[src/rtl/sbox_share_sched.sv]
`timescale 1ns/1ps
// sbox_share_sched: LANES AES S-box lanes shared between a 128-bit SubBytes job and a
// 32-bit SubWord job, non-preemptive round-robin. Define SBOX_SHARE_PIPE_EN to register lane outputs.

module sub_table (
    input  logic [7:0] a,
    output logic [7:0] y
);
    function automatic logic [7:0] gmul(input logic [7:0] x, input logic [7:0] z);
        logic [7:0] p;
        logic [7:0] t;
        p = 8'h00;
        t = x;
        for (int i = 0; i < 8; i++) begin
            if (z[i]) p = p ^ t;
            t = {t[6:0], 1'b0} ^ (t[7] ? 8'h1b : 8'h00);
        end
        return p;
    endfunction

    // x^254 is the field inverse, and maps 0 to 0 as the S-box needs
    function automatic logic [7:0] ginv(input logic [7:0] x);
        logic [7:0] r;
        logic [7:0] e;
        r = 8'h01;
        e = 8'hfe;
        for (int i = 7; i >= 0; i--) begin
            r = gmul(r, r);
            if (e[i]) r = gmul(r, x);
        end
        return r;
    endfunction

    logic [7:0] inv;

    always_comb begin
        inv = ginv(a);
        y   = inv ^ {inv[6:0], inv[7]} ^ {inv[5:0], inv[7:6]} ^ {inv[4:0], inv[7:5]}
                  ^ {inv[3:0], inv[7:4]} ^ 8'h63;
    end
endmodule

module sbox_share_sched #(
    parameter int LANES = 4
) (
    input  logic         clk,
    input  logic         rst_n,
    input  logic         d_in_valid,
    output logic         d_in_ready,
    input  logic [127:0] d_in,
    output logic         d_out_valid,
    input  logic         d_out_ready,
    output logic [127:0] d_out,
    input  logic         k_in_valid,
    output logic         k_in_ready,
    input  logic [31:0]  k_in,
    output logic         k_out_valid,
    input  logic         k_out_ready,
    output logic [31:0]  k_out
);
    localparam int NBEAT_D = 16 / LANES;
    localparam int NBEAT_K = 4 / LANES;
    localparam int CW      = $clog2(16 / LANES) + 1;
    localparam logic [CW-1:0] LAST_D = CW'(NBEAT_D - 1);
    localparam logic [CW-1:0] LAST_K = CW'(NBEAT_K - 1);

    generate
        if (LANES != 1 && LANES != 2 && LANES != 4) begin : g_bad_lanes
            $error("sbox_share_sched: LANES must be 1, 2 or 4");
        end
    endgenerate

    typedef enum logic [1:0] {IDLE, RUN, FLUSH, DONE} state_t;

    state_t                 state, state_nx;
    logic                   owner;      // 1 = key job
    logic                   last_key;
    logic [CW-1:0]          cnt;
    logic [15:0][7:0]       job_b;
    logic [15:0][7:0]       d_res;
    logic [3:0][7:0]        k_res;
    logic [LANES-1:0][3:0]  bidx;
    logic [LANES-1:0][3:0]  widx;
    logic [LANES-1:0][7:0]  lane_in;
    logic [LANES-1:0][7:0]  lane_out;
    logic                   wr_en;
    logic [CW-1:0]          wr_cnt;
    logic [LANES-1:0][7:0]  wr_dat;
    logic                   last_beat;

    // byte 0 sits in the top byte of both request words
    assign d_in_ready  = rst_n && (state == IDLE) && d_in_valid && (!k_in_valid || last_key);
    assign k_in_ready  = rst_n && (state == IDLE) && k_in_valid && (!d_in_valid || !last_key);
    assign d_out_valid = (state == DONE) && !owner;
    assign k_out_valid = (state == DONE) && owner;
    assign d_out       = d_res;
    assign k_out       = k_res;
    assign last_beat   = (cnt == (owner ? LAST_K : LAST_D));

    generate
        for (genvar l = 0; l < LANES; l++) begin : g_lane
            assign bidx[l]    = 4'(cnt * LANES + l);
            assign widx[l]    = 4'(wr_cnt * LANES + l);
            assign lane_in[l] = job_b[4'd15 - bidx[l]];
            sub_table u_sbox (.a(lane_in[l]), .y(lane_out[l]));
        end
    endgenerate

    always_ff @(posedge clk or negedge rst_n) begin
        if (!rst_n) state <= IDLE;
        else        state <= state_nx;
    end

    always_comb begin
        state_nx = state;
        case (state)
            IDLE:  if (d_in_ready || k_in_ready) state_nx = RUN;
            RUN:   if (last_beat) begin
`ifdef SBOX_SHARE_PIPE_EN
                       state_nx = FLUSH;
`else
                       state_nx = DONE;
`endif
                   end
            FLUSH: state_nx = DONE;
            DONE:  if (owner ? k_out_ready : d_out_ready) state_nx = IDLE;
            default: state_nx = IDLE;
        endcase
    end

    always_ff @(posedge clk or negedge rst_n) begin
        if (!rst_n) begin
            owner    <= 1'b0;
            last_key <= 1'b1;
            cnt      <= '0;
            job_b    <= '0;
        end else if (state == IDLE) begin
            if (d_in_ready) begin
                job_b    <= d_in;
                owner    <= 1'b0;
                last_key <= 1'b0;
                cnt      <= '0;
            end else if (k_in_ready) begin
                job_b    <= {k_in, 96'h0};
                owner    <= 1'b1;
                last_key <= 1'b1;
                cnt      <= '0;
            end
        end else if (state == RUN) begin
            cnt <= cnt + 1'b1;
        end
    end

`ifdef SBOX_SHARE_PIPE_EN
    // write-back trails the lane lookup by one beat; FLUSH drains the last one
    always_ff @(posedge clk or negedge rst_n) begin
        if (!rst_n) begin
            wr_en  <= 1'b0;
            wr_cnt <= '0;
            wr_dat <= '0;
        end else begin
            wr_en  <= (state == RUN);
            wr_cnt <= cnt;
            wr_dat <= lane_out;
        end
    end
`else
    assign wr_en  = (state == RUN);
    assign wr_cnt = cnt;
    assign wr_dat = lane_out;
`endif

    // only the owner's result bytes move; the other result keeps its last value
    always_ff @(posedge clk or negedge rst_n) begin
        if (!rst_n) begin
            d_res <= '0;
            k_res <= '0;
        end else if (wr_en) begin
            for (int l = 0; l < LANES; l++) begin
                if (owner) k_res[2'd3 - widx[l][1:0]] <= wr_dat[l];
                else       d_res[4'd15 - widx[l]]     <= wr_dat[l];
            end
        end
    end
endmodule
[config.mk]
export PLATFORM = sky130hd
export DESIGN_NAME = sbox_share_sched
export DESIGN_NICKNAME = d
export VERILOG_FILES = /design/src/rtl/sbox_share_sched.sv
export SDC_FILE = /design/constraint.sdc
export NUM_CORES = 2
export LEC_CHECK = 0
export CAP_MARGIN = 15
export CORE_ASPECT_RATIO = 0.5
export CORE_MARGIN = 1.5
export CORE_UTILIZATION = 50
export DETAILED_ROUTE_END_ITERATION = 10
export DONT_BUFFER_PORTS = 1
export HOLD_SLACK_MARGIN = 0.08
export PLACE_DENSITY = 0.72
export SLEW_MARGIN = 10
export SYNTH_ARGS = -nofsm -noshare
export SYNTH_HDL_FRONTEND = slang
export SYNTH_HIERARCHICAL = 1
export SYNTH_SLANG_ARGS = --single-unit
[constraint.sdc]
create_clock -name clk -period 30.8 [get_ports clk]
set_input_delay 3.08 -clock clk [delete_from_list [all_inputs] [get_ports clk]]
set_output_delay 3.08 -clock clk [all_outputs]
set_load 0.05 [all_outputs]
==> qor.txt <==
status - completed
Setup Buffers After CTS - 0
crit path launch type - flip-flop
# nets final - 7800
Placer Congestion - 0.941
Final setup viols - 0
final wirelength - 211000 um
Layout area overhead - 2.57%
initial detailed-routing violation count - 6985
post-synth cell types - 109
initial antenna violation count - 7
final instance area - 73000 um^2
post-synthesis register bit count - 295
Mean Syn Cell Area - 8.91 um^2
Initial Util - 0.506
ys async rst share - 1.00
Port-buffer cells - 0
clk slew on worst S/H paths - 0.07 ns
Clock Latency Late Sink - 0.65 ns
final hold vios - 0
clock sink count - 295
CP required - 31.31 ns
CTS tree - done
Hold-fix buffers, CTS - 0
largest net degree at the start of global routing - 299
unrepaired setup endpoints after global routing - no
Syn. warnings - 6
share of cells above drive strength 1 - 0.119
synthesized area - 71100 um^2
Final period util - 0.916
most frequent cells in the layout - xnor2_1, nand2_1, nor2_1
DR vias/cell - 6.22
WS Path Type - reg -> reg
Fill cells - 12850
vias in the first global route - 55632
CTS Buf Count - 31
Clock Tree Buf Depth - 3
H-tree depth - 1
worst clock skew - 0.0255 ns
sequential fraction of the synthesis area - 0.104
crit path DAT - 28.72 ns
post-route antenna net violation count - 0
cell mode on critical path - xnor3_1
slowest CP cell - mux4_2
drt wl/cell - 22.2 um
first-pass GRT wire length - 329000 um
critical path fanouts, max - 48
Slew Limit Headroom - 0.210
Primary FF master, synth - dfrtp_1
syn nets - 8187
crit end category - flip-flop
I/O pin total - 330
placed cell area - 71800 um^2
post-detailed-route DRC marker count - 0
Worst path max stage delay - 0.81 ns
Core Footprint - 141000 um^2
root buffer selected by CTS - clkbuf_16
gr ovfl total - 0
setup_tns - 0 ns
via count - 59152
detailed-placement wirelength estimate - 152000 um
die area - 145000 um^2
commonest non-fill, non-tap cell in the layout - xnor2_1
Vert. Die Dim - 270 um
Max Clock Freq - 35.5 MHz
Die X - 536 um
Post-synth EDFFs - 0
fin. max-slew vios - 0
Final min period - 28.21 ns
first drt pass iteration count - 7
Synth Instances - 7986
max-cap violations - 0
row cnt - 97
Hold Crit Class - reg -> reg
Least-Margin Pin Slew - 1.18 ns
GRT Resource Usage Total - 0.281
Post-CTS Resized - 0
## critical path, delay by kind of cell, from the launching register on
kind            cells  cell delay [ns]
fa+ha+maj           6             2.55
flops               1             0.60
compound gates      7             1.03
buf+inv            11             3.73
mux                 2             1.12
xor+xnor           43            16.51
simple gates       13             2.41
## kinds of logic (layout without fill, tap and decap cells)
kind of cell,Yosys count,in the layout,share of synthesized area
AND/OR/NAND/NOR,2517,2517,0.163
AO/OA/AOI/OAI,1424,1424,0.147
other,0,5,0
buffers and inverters,691,329,0.0450
multiplexers,499,499,0.0796
adder cells (fa/ha/maj),35,35,0.00616
flip-flops,295,295,0.104
XOR/XNOR,2525,2525,0.456
## path summary, 6_finish.rpt
path | slack, ns | depth (start not counted) | start | endpoint
max | 2.59 | 82 | cnt[0] | d_out[72]
min | 0.48 | 2 | job_b[101] | job_b[101]
max reg2reg | 2.59 | 82 | cnt[0] | d_out[72]
min reg2reg | 0.48 | 2 | job_b[101] | job_b[101]
max in group asynchronous | 28.14 | 0 | rst_n | d_out[55]
min in group asynchronous | 2.15 | 0 | rst_n | d_out[68]
## sequential cells by signal, summed over array words and instances (netlist names)
signal	flops
last_key	1
state	2
job_b	128
owner	1
d_out	128
k_out	32
cnt	3
## cell usage after synthesis, types with 58 or more instances
cell type  instances  area (um^2)
xnor2_1         1285        11300
nand2_1         1093         4100
nor2_1           606         2270
xor2_1           436         3820
xnor3_1          428         9640
dfrtp_1          294         7360
mux2i_1          270         2700
o21ai_0          244         1220
clkbuf_1         237          890
buf_2            192          961
mux2_2           192         2160
a21oi_1          189          946
xnor2_2          144         2340
nand3_1          136          681
nor3_1           128          641
inv_1             99          372
a22o_1            96          841
xor3_1            92         2190
o21ai_1           90          450
o211ai_1          89          668
and2_1            86          538
a22oi_1           76          571
nor2b_1           58          363
## per-stage QoR
step	setup WS, ns	hold slack [ns]	cells	utilization
after floorplan	8.24	0.445	7986	-
after global placement	3.12	0.460	9445	0.511
after detailed placement	2.84	0.470	9445	0.511
after CTS	2.74	0.486	9503	0.519
after global routing	0.745	0.510	9508	0.519
final	2.59	0.482	9510	0.519
## layout make-up
type | count | area [um^2] | share of cell area
multi-input combinational | 7000 | 60600 | 0.831
sequential | 295 | 7390 | 0.101
tap | 1881 | 2350 | 0.0323
clock inverter | 20 | 282 | 0.00386
inverter | 147 | 552 | 0.00756
timing repair buffer | 124 | 931 | 0.0128
clock buffer | 38 | 832 | 0.0114
antenna | 5 | 12.5 | 0.000171
## routing by layer
| metal | routed length (um) | share of wire | vias up | GRT usage |
|---|---|---|---|---|
| li1 | - | - | 27222 | - |
| met1 | 88500 | 0.42 | 28789 | 0.384 |
| met2 | 98000 | 0.46 | 2722 | 0.458 |
| met3 | 17800 | 0.084 | 415 | 0.0419 |
| met4 | 6750 | 0.032 | 4 | 0.0870 |
| met5 | 26 | 0.00012 | - | 0 |
Power is not shown: default switching activity piles up to over one toggle a cycle in this logic, so the estimate is an artifact.
